--- src/rtl/mem_io_bridge.sv ---
// mem_io_bridge: LC-3 bus to SRAM bridge with req/ack handshake, programmable
// SRAM wait states and memory-mapped I/O (switches, hex digits, LEDs).
// Optional feature macro: SW_SYNC_EN (2-flop synchronizer on Switches).

// One hex digit register; instantiated once per digit.
module mem_io_hex_digit (
  input  logic       Clk,
  input  logic       Reset,
  input  logic       we,
  input  logic [3:0] d,
  output logic [3:0] q
);
  // Digit nibble, loaded when its bank is written.
  always_ff @(posedge Clk or posedge Reset)
    if (Reset)   q <= '0;
    else if (we) q <= d;
endmodule

module mem_io_bridge #(
  parameter int                DATA_W      = 16,
  parameter int                ADDR_W      = 20,
  parameter int                NUM_HEX     = 4,
  parameter int                WAIT_STATES = 2,
  parameter logic [ADDR_W-1:0] IO_BASE     = 20'hFFFF
) (
  input  logic                  Clk,
  input  logic                  Reset,
  input  logic                  req,
  input  logic                  we,
  input  logic [ADDR_W-1:0]     addr,
  input  logic [DATA_W-1:0]     wdata,
  output logic [DATA_W-1:0]     rdata,
  output logic                  ack,
  output logic                  busy,
  input  logic [DATA_W-1:0]     Switches,
  output logic [NUM_HEX*4-1:0]  hex_digits,
  output logic [11:0]           LED,
  output logic [ADDR_W-1:0]     mem_addr,
  output logic                  mem_ce_n,
  output logic                  mem_oe_n,
  output logic                  mem_we_n,
  output logic [DATA_W-1:0]     mem_dq_o,
  output logic                  mem_dq_oe,
  input  logic [DATA_W-1:0]     mem_dq_i
);
  localparam logic [ADDR_W-1:0] IO_HEX1 = IO_BASE - ADDR_W'(1);
  localparam logic [ADDR_W-1:0] IO_LED  = IO_BASE - ADDR_W'(2);
  localparam logic [3:0]        WS      = 4'(WAIT_STATES);

  typedef enum logic [1:0] {IDLE, MEM, IO, DONE} state_t;
  typedef struct packed {
    logic              we;
    logic [ADDR_W-1:0] addr;
    logic [DATA_W-1:0] wdata;
  } req_t;

  state_t                   state;
  req_t                     cur;
  logic [3:0]               cnt;
  logic [NUM_HEX-1:0][3:0]  hex_q;
  logic [DATA_W-1:0]        sw_val;
  logic [DATA_W-1:0]        io_rd;
  logic [15:0]              bank1;
  logic                     io_hit;
  logic                     hex0_we;
  logic                     hex1_we;

  assign busy       = (state != IDLE);
  assign io_hit     = (addr == IO_BASE) || (addr == IO_HEX1) || (addr == IO_LED);
  assign hex0_we    = (state == IO) && cur.we && (cur.addr == IO_BASE);
  assign hex1_we    = (state == IO) && cur.we && (cur.addr == IO_HEX1);
  assign hex_digits = hex_q;

`ifdef SW_SYNC_EN
  logic [DATA_W-1:0] sw_s1, sw_s2;
  // Two-stage synchronizer for the asynchronous board switches.
  always_ff @(posedge Clk or posedge Reset)
    if (Reset) begin
      sw_s1 <= '0;
      sw_s2 <= '0;
    end else begin
      sw_s1 <= Switches;
      sw_s2 <= sw_s1;
    end
  assign sw_val = sw_s2;
`else
  assign sw_val = Switches;
`endif

  // Digits 0..3 live in bank0 (IO_BASE), digits 4..7 in bank1 (IO_BASE-1).
  for (genvar i = 0; i < NUM_HEX; i++) begin : g_hex
    mem_io_hex_digit u_dig (
      .Clk   (Clk),
      .Reset (Reset),
      .we    ((i < 4) ? hex0_we : hex1_we),
      .d     (cur.wdata[4*(i%4) +: 4]),
      .q     (hex_q[i])
    );
  end

  // Gather bank1 digits for readback; missing digits read as zero.
  always_comb begin
    bank1 = '0;
    for (int i = 4; i < NUM_HEX; i++) bank1[4*(i-4) +: 4] = hex_q[i];
  end

  // I/O read mux for the latched address.
  always_comb begin
    io_rd = '0;
    if (cur.addr == IO_BASE)      io_rd = sw_val;
    else if (cur.addr == IO_HEX1) io_rd = DATA_W'(bank1);
    else                          io_rd = DATA_W'(LED);
  end

  // Access FSM with registered strobes, ack and read data.
  always_ff @(posedge Clk or posedge Reset)
    if (Reset) begin
      state     <= IDLE;
      cur       <= '0;
      cnt       <= '0;
      ack       <= 1'b0;
      rdata     <= '0;
      LED       <= '0;
      mem_addr  <= '0;
      mem_ce_n  <= 1'b1;
      mem_oe_n  <= 1'b1;
      mem_we_n  <= 1'b1;
      mem_dq_oe <= 1'b0;
      mem_dq_o  <= '0;
    end else begin
      ack <= 1'b0;
      case (state)
        IDLE: if (req) begin
          cur <= {we, addr, wdata};
          if (io_hit) begin
            state <= IO;
          end else begin
            state     <= MEM;
            cnt       <= WS;
            mem_addr  <= addr;
            mem_ce_n  <= 1'b0;
            mem_oe_n  <= we;
            mem_we_n  <= !we;
            mem_dq_oe <= we;
            if (we) mem_dq_o <= wdata;
          end
        end
        MEM: if (cnt == 4'd0) begin
          if (!cur.we) rdata <= mem_dq_i;
          mem_ce_n  <= 1'b1;
          mem_oe_n  <= 1'b1;
          mem_we_n  <= 1'b1;
          mem_dq_oe <= 1'b0;
          ack       <= 1'b1;
          state     <= DONE;
        end else begin
          cnt <= cnt - 4'd1;
        end
        IO: begin
          if (cur.we) begin
            if (cur.addr == IO_LED) LED <= cur.wdata[11:0];
          end else begin
            rdata <= io_rd;
          end
          ack   <= 1'b1;
          state <= DONE;
        end
        DONE:    state <= IDLE;
        default: state <= IDLE;
      endcase
    end
endmodule

--- config.mk ---
export PLATFORM = sky130hd
export DESIGN_NAME = mem_io_bridge
export DESIGN_NICKNAME = d
export VERILOG_FILES = /design/src/rtl/mem_io_bridge.sv
export SDC_FILE = /design/constraint.sdc
export NUM_CORES = 1
export LEC_CHECK = 0
export ABC_CLOCK_PERIOD_IN_PS = 10550
export CAP_MARGIN = 20
export CORE_MARGIN = 2
export CORE_UTILIZATION = 43
export DETAILED_ROUTE_END_ITERATION = 6
export GPL_TIMING_DRIVEN = 0
export PLACE_DENSITY = 0.73
export SLEW_MARGIN = 15
export SYNTH_ARGS = -nofsm -noshare
export SYNTH_HDL_FRONTEND = slang
export SYNTH_SLANG_ARGS = --single-unit
--- constraint.sdc ---
create_clock -name Clk -period 10.55 [get_ports Clk]
set_input_delay 2.11 -clock Clk [delete_from_list [all_inputs] [get_ports Clk]]
set_output_delay 2.11 -clock Clk [all_outputs]
set_load 0.02 [all_outputs]
== Word-level counts from Yosys, hierarchy flattened ==
Cells that the tools add are included.

* Register bits after elaboration: 128
* Input bits: 72
* Output and inout bits: 86
* Word-level logic and storage cells: 81

* Add/subtract/negate cells: 1
* Equal/unequal tests: 15
* Muxes and demuxes: 28
* Bitwise operators: 1
* Reductions and logical operators: 18

{| class="wikitable"
|+ Operators by type and width
! operator !! count
|-
| $eq A20 B16 Y1 const B || 6
|-
| $mux W16 || 4
|-
| $pmux W16 S2 || 1
|-
| $reduce_and A4 Y1 || 4
|-
| $mux W12 || 1
|-
| $mux W4 || 3
|-
| $ne A2 B2 Y1 const B || 6
|-
| $pmux W1 S2 || 5
|-
| $mux W1 || 9
|-
| $pmux W2 S4 || 1
|-
| $pmux W4 S2 || 1
|-
| $mux W2 || 3
|-
| $reduce_and A3 Y1 || 2
|-
| $reduce_bool A2 Y1 || 3
|-
| $eq A2 B2 Y1 const B || 2
|-
| $logic_not A4 Y1 || 1
|-
| $reduce_and A2 Y1 || 2
|-
| $sub A4 B1 Y4 const B || 1
|-
| $eq A2 B1 Y1 const B || 1
|-
| $logic_and A1 B1 Y1 || 2
|-
| $logic_not A2 Y1 || 1
|-
| $logic_or A1 B1 Y1 || 2
|-
| $logic_not A1 Y1 || 1
|-
| $not A1 Y1 || 1
|}

== Longest topological paths before layout ==
Gate-level depths: netlist (run 1).

* Depth after elaboration: 6
* Depth in mapped cells: 9
* Depth with buffers taken out: 7

== Cells and area by module ==
A second synthesis (run 1) with hierarchy kept.

* Cell total of the unflattened synthesis: 506
* Area total of the unflattened synthesis: 5689.2 sq um

{| class="wikitable"
|+ By module, submodules not included
! module !! instances !! cells each !! area an instance (sq um) !! seq. area each (sq um)
|-
| mem_io_bridge || 1 || 470 || 5093.6 || 2806.4
|-
| mem_io_hex_digit || 4 || 9 || 148.9 || 100.1
|}

== Worst setup path after synthesis (run 1) ==
No wires, ideal clock.

* Path kind: input to register
* Start: input addr[16]
* End: register mem_addr[10]
* Library setup time: 0.125 ns
* Arrival: 3.528 ns
* Required time: 10.425 ns
* Path slack: 6.897 ns
* Stages: 5
* Path buffers: 1
* Cell sequence: or4b_4 nor3_4 a21o_4 buf_4 mux2_2

* Longest elaborated chain between the ends: 5
* Elaborated cells between the ends (all ways): 7
* Classes of those cells: eq/ne (3); bitwise (1); reduce/logical (3)

{| class="wikitable"
|+ RTL lines
! what !! RTL line !! text
|-
| from (decl) || 30 || <nowiki>input logic [ADDR_W-1:0] addr,</nowiki>
|-
| $eq A20 B16 Y1 || 69 || <nowiki>assign io_hit = (addr == IO_BASE) || (addr == IO_HEX1) || (addr == IO_LED);</nowiki>
|-
| $logic_or A1 B1 Y1 || 69 ||
|-
| $logic_or A1 B1 Y1 * || 69 ||
|-
| $not A1 Y1 (no line) * || - ||
|-
| $reduce_and A3 Y1 (no line) * || - ||
|-
| to (signal assigned) || 140 || <nowiki>mem_addr <= addr;</nowiki>
|-
| to (decl) || 38 || <nowiki>output logic [ADDR_W-1:0] mem_addr,</nowiki>
|}

Mark *: on every way between the ends. The rest lies on a longest branch, timed or not.
A chain may end at the register's enable or synchronous reset.

== Worst setup path after layout (run 1) ==
* Start: register state[1]
* End: output busy

* Longest elaborated chain between the ends: 1

{| class="wikitable"
|+ RTL lines
! what !! RTL line !! text
|-
| from (decl) || 57 || <nowiki>state_t state;</nowiki>
|-
| from (signal assigned) || 118 || <nowiki>state <= IDLE;</nowiki>
|-
| from (signal assigned) || 136 || <nowiki>state <= IO;</nowiki>
|-
| from (signal assigned) || 138 || <nowiki>state <= MEM;</nowiki>
|-
| $reduce_bool A2 Y1 || 68 || <nowiki>assign busy = (state != IDLE);</nowiki>
|-
| to (decl) || 34 || <nowiki>output logic busy,</nowiki>
|}

No other way between the ends.

==> impl_metrics.tcl, run 1 <==
set metrics [dict create \
    outcome "finished, final reports clean" \
    grt_pass1_wl_um 23200 \
    initial_core_util_pct 43.9 \
    hold_viol_final 0 \
    power_density_nw_per_um2 284 \
    numCtsBuffers 17 \
    routedWlPerCell_um 17.6 \
    post-route-period-util_pct 38.6 \
    hpwl_um 10800 \
    ir_drop_v 0.000152 \
    syn_avg_cell_area_um2 11.5 \
    holdWs_ps 469 \
    track_usage_pct 22.5 \
    area_growth_pct 43.3 \
    finalClockSkew_ps 3.93 \
    vias 4313 \
    synth-seq-cells 128 \
    synthFlopType "dfrtp_1" \
    drt-total-wl_um 14800 \
    intPower_uw 1460 \
    crit_path_max_fanout 8 \
    maxSlewHeadroom_pct 53.8 \
    cts_tree "built" \
    synth_enable_flop_cells 0 \
    synth.distinct_cells 50 \
    grt_pass1_vias 4468 \
    p_switching_uw 779 \
    p_clk_share_pct 24.9 \
    cts_htree_levels 4 \
    nFillCells 1011 \
    critPathCaptureType "output port" \
    ys_async_sr_fraction_pct 100 \
    hp-class "flop to flop" \
    io_pins 158 \
    arrival_ps 1970 \
    die_h_um 117 \
    drtIter0Drc 199 \
    post_cts_resized 0 \
    dieWidth_um 117 \
    hold_buffers 0 \
    syn_inst 480 \
    period_needed_ps 4080 \
    setup.worst_path.start_class "flop" \
    rows 41 \
    worstSkewPairLatency_ps 410 \
    sw_frac_of_total_pct 34.8 \
    timing.setup.tns_ps 0 \
    grt_overflow 0 \
    coreArea_um2 12600 \
    netlist_top_cells_area "dfrtp_1 (57%), mux2_2 (10%), nand2_1 (8.8%)" \
    drc 0 \
    syn-num-nets 558 \
    cts_buffer_depth 2 \
    place_congestion 0.817 \
    synth_top_cell_area_share_pct 56.8 \
    ant_nets 0 \
    drt-vias-per-instance 5.13 \
    port_buffers 157 \
    diodes 0 \
    post_cts_buffers 0 \
    pwr-share-comb_pct 39.4 \
    cap_violations 0 \
    power_leakage_uw 0.00361 \
    synth_top_cell_by_area "dfrtp_1" \
    yosysSeqAreaShare_pct 58.2 \
    die-area_um2 13700 \
    syn_area_um2 5510 \
    clk_pin_slew_worst_paths_ps 50 \
    dr.pass1.iters 4 \
    seqPwrFrac_pct 35.7 \
    clock_sinks 128 \
    root_buffer "clkbuf_16" \
    layout-drive-gt1-share_pct 16.6 \
    required_ps 8440 \
    worst-slew-pin-transition_ps 687 \
    antenna_found_initial 0 \
    nets 735 \
    yosys_warnings 0 \
    grt_max_degree 71 \
    rsz0062_at_grt "no" \
    clock.fmax_ghz 0.245 \
    critical_path_class "flop to output port" \
    slew_violations 0 \
    finalSetupViolCount 0 \
]
## flip-flops by register name, indices dropped and copies added (netlist names)
register	cells
mem_dq_o	16
mem_dq_oe	1
mem_addr	20
cur	37
mem_we_n	1
rdata	16
g_hex.u_dig.q	16
mem_oe_n	1
state	2
ack	1
cnt	4
LED	12
mem_ce_n	1
## path summary, 6_finish.rpt
path / cells past startpoint / end / from / slack [ps]
max in group asynchronous: 3 / mem_oe_n / Reset / 7650
min in group asynchronous: 2 / mem_dq_o[13] / Reset / 2130
worst min-delay path: 2 / mem_addr[19] / mem_addr[19] / 470
worst max register to register: 6 / mem_oe_n / cnt[0] / 8160
worst max-delay path: 4 / busy / state[1] / 6470
worst min register to register: 2 / mem_addr[19] / mem_addr[19] / 470
## through the flow
stage / utilization, % / setup WS [ps] / total power [uW] / cells / cell area [um^2]
after floorplan: - / 5030 / 1310 / 480 / 5510
after global placement: 58.1 / 3370 / 1650 / 809 / 7300
after detailed placement: 58.3 / 6190 / 1680 / 810 / 7330
after CTS: 62.8 / 6470 / 2250 / 840 / 7900
after global routing: 62.8 / 6360 / 2370 / 840 / 7900
final: 62.8 / 6470 / 2240 / 840 / 7900
## placed cells by master, fill, tap and decap left out, types with 10 or more instances in the layout
| cell type | count |
|---|---|
| mux2_4 | 10 |
| clkbuf_16 | 17 |
| dfrtp_1 | 125 |
| nor3b_1 | 15 |
| nand2_1 | 129 |
| mux2_2 | 50 |
| clkdlybuf4s50_1 | 157 |
| clkbuf_1 | 15 |
| o21ai_0 | 14 |
| a21oi_1 | 14 |
| inv_1 | 12 |
| a221o_1 | 16 |
## synthesized netlist by cell type (6+ instances only)
cell type  count
a221o_1       16
inv_1         13
ha_1           6
clkbuf_1      14
nor3b_1       15
nor3_1         6
dfrtp_1      125
mux2_4        10
a21oi_1       14
nand2_1      129
o21ai_0       14
buf_2          6
mux2_2        50
nand4_1        8
## routing by layer
layer / share of wire, % / up-vias / track usage [%]
met5: 0 / - / 0
met3: 4.5 / 23 / 4.79
met1: 42 / 2156 / 28.2
li1: - / 2022 / -
met2: 52 / 112 / 38.1
met4: 2.2 / 0 / 9.25
## cells by family after synthesis
logic type	count (synthesis)	share of synthesized area [%]
AND/OR/NAND/NOR	184	16.0
flip-flops	128	58.2
AO/OA/AOI/OAI	65	8.60
multiplexers	60	12.9
buffers and inverters	37	2.93
adder cells (fa/ha/maj)	6	1.36
## power by group through the flow
stage / combinational [uW] / sequential (uW) / clock (uW)
3_3_place_gp: 854 / 793 / 0
4_1_cts: 888 / 799 / 565
3_5_place_dp: 880 / 804 / 0
6_report: 884 / 799 / 558
5_1_grt: 956 / 825 / 588
2_1_floorplan: 395 / 910 / 0
## worst max-delay path, cell delays in order (launching register included)
cell             delay (ps)
dfrtp_1                 400
inv_1                   120
ha_1                    330
inv_1                   120
clkdlybuf4s50_1         570
## cell type report
type	instances	area [um^2]	share of cell area, %
Multi-Input combinational cell	315	2140	27.1
Sequential cell	128	3210	40.6
Clock inverter	6	55.1	0.697
Buffer	24	113	1.43
Timing Repair Buffer	158	1600	20.2
Tap cell	172	215	2.72
Inverter	13	53.8	0.681
Clock buffer	24	512	6.48
No activity file was read; power rests on OpenSTA's default activity.
==> run 2, diff against run 1 <==
--- a/config.mk
+++ b/config.mk
@@ -5,7 +5,7 @@
 export SDC_FILE = /design/constraint.sdc
 export NUM_CORES = 1
 export LEC_CHECK = 0
-export ABC_CLOCK_PERIOD_IN_PS = 10550
+export ABC_CLOCK_PERIOD_IN_PS = 4000
 export CAP_MARGIN = 20
 export CORE_MARGIN = 2
 export CORE_UTILIZATION = 43
==> constraint.sdc (replaced) <==
create_clock -name Clk -period 4 [get_ports Clk]
set_input_delay 0.8 -clock Clk [delete_from_list [all_inputs] [get_ports Clk]]
set_output_delay 0.8 -clock Clk [all_outputs]
set_load 0.02 [all_outputs]
==> impl_metrics.tcl, run 2 (synthesized netlist as in run 1, its figures left out) <==
set metrics [dict create \
    outcome "finished, final reports clean" \
    crit_path_max_fanout 8 \
    worstSkewPairLatency_ps 420 \
    critical_path_class "flop to output port" \
    cp_cell_sequence "inv_1 > ha_1 > inv_1 > clkdlybuf4s50_1" \
    crit_family "buffers and inverters" \
    nets 737 \
    setup.worst_path.start_class "flop" \
    arrival_ps 1930 \
    nFillCells 1002 \
    vias 4370 \
    die-area_um2 13700 \
    track_usage_pct 22.5 \
    required_ps 3200 \
    hp-class "flop to flop" \
    ir_drop_v 0.000363 \
    hold_buffers 0 \
    largest_register_ffs 37 \
    layout-drive-gt1-share_pct 17.1 \
    fin_util_pct 63.3 \
    port_buffers 157 \
    maxSlewHeadroom_pct 51.1 \
    finalClockSkew_ps 10.7 \
    top_register "cur" \
    post-route-period-util_pct 68.3 \
    layout.cells.most_common "clkdlybuf4s50_1" \
    grt_overflow 0 \
    cts_buffer_depth 2 \
    numCtsBuffers 17 \
    root_buffer "clkbuf_16" \
    place_congestion 0.826 \
    intPower_uw 3890 \
    period_needed_ps 2730 \
    hold_viol_final 0 \
    cap_violations 0 \
    routedWlPerCell_um 17.6 \
    dr.pass1.iters 5 \
    cts_htree_levels 4 \
    dieWidth_um 117 \
    grt_pass1_vias 4601 \
    pwr-share-comb_pct 38.9 \
    path_common_cell "inv_1" \
    cp.buffers_inverters 3 \
    drtIter0Drc 241 \
    final_cell_mix "clkdlybuf4s50_1 (157), nand2_1 (129), dfrtp_1 (125)" \
    placed_area_um2 7360 \
    clock.fmax_ghz 0.366 \
    finalSetupViolCount 0 \
    coreArea_um2 12600 \
    p_clk_share_pct 25.8 \
    clk_pin_slew_worst_paths_ps 50 \
    drt-vias-per-instance 5.18 \
    holdWs_ps 474 \
    hpwl_um 10900 \
    rsz0062_at_grt "no" \
    sw_frac_of_total_pct 35.1 \
    pre_cts_ws_ps 975 \
    multiInputGateArea_um2 2140 \
    setup_ws_ps 1270 \
    seqPwrFrac_pct 35.3 \
    slowest_stage "clkdlybuf4s50_1" \
    critPathCaptureType "output port" \
    timing.setup.tns_ps 0 \
    post_cts_resized 0 \
    power_density_nw_per_um2 753 \
    initial_core_util_pct 43.9 \
    slew_violations 0 \
    reg.largest.list "cur: 37 flops, mem_addr: 20 flops" \
    fin_area_um2 7960 \
    grt_max_degree 36 \
    regArea_um2 3210 \
    post_cts_buffers 0 \
    cts_tree "built" \
    diodes 0 \
    ant_nets 0 \
    drc 0 \
    drt-total-wl_um 14800 \
    p_switching_uw 2110 \
    io_pins 158 \
    grt_pass1_wl_um 23100 \
    clock_sinks 128 \
    antenna_found_initial 0 \
    die_h_um 117 \
    slowest_delay_ps 570 \
    rows 41 \
    area_growth_pct 44.4 \
    worst-slew-pin-transition_ps 732 \
    power_leakage_uw 0.00363 \
]
==> run 2: changes by cell type in the layout (fill, tap and decap cells not counted), moves of 2 or more <==
cell / change
inv_6: +2
buf_12: +3
clkinv_2: -3
clkinvlp_4: +3
clkbuf_8: -3
clkinv_4: +2
==> run 2: metal layers <==
| layer | up-vias | track usage (%) | share of wire, % |
|---|---|---|---|
| met2 | 115 | 37.5 | 53 |
| met3 | 18 | 6.08 | 4.6 |
| met5 | - | 0 | 0 |
| met4 | 0 | 9.33 | 1.9 |
| li1 | 2043 | - | - |
| met1 | 2194 | 27.6 | 41 |
==> run 2: worst reg2reg max path, stage by stage, from the launching register on <==
cell and delay (ps):
dfrtp_1 390, inv_1 120, ha_1 180, or3b_1 370
a21boi_0 590, nand2_1 250, a221oi_1 370
==> run 2: final timing paths <==
check,from,end,slack (ps),depth (start not counted)
setup / recovery,state[1],busy,1270,4
hold / removal,mem_ce_n,mem_ce_n,470,2
setup reg to reg,cnt[0],mem_oe_n,1630,6
hold reg to reg,mem_ce_n,mem_ce_n,470,2
max in group asynchronous,Reset,mem_dq_o[1],2300,4
min in group asynchronous,Reset,cnt[2],850,2
==> run 2: final cells by class <==
type	instances	area share, %
Sequential cell	128	40.3
Multi-Input combinational cell	315	26.9
Timing Repair Buffer	160	20.5
Clock buffer	20	5.86
Tap cell	172	2.70
Clock inverter	11	1.62
Buffer	24	1.42
Inverter	13	0.660
==> run 2: power by group through the flow <==
stage	sequential, uW	clock, uW	combinational (uW)
CTS	2110	1570	2340
global route	2180	1630	2520
detailed placement	2120	0	2320
floorplan	2400	0	1040
global placement	2090	0	2250
finish	2120	1540	2330
==> run 2: metrics by stage <==
step	instances	power, uW
final	843	5990
after global routing	843	6320
after CTS	843	6020
after detailed placement	812	4450
after global placement	809	4340
after floorplan	480	3440
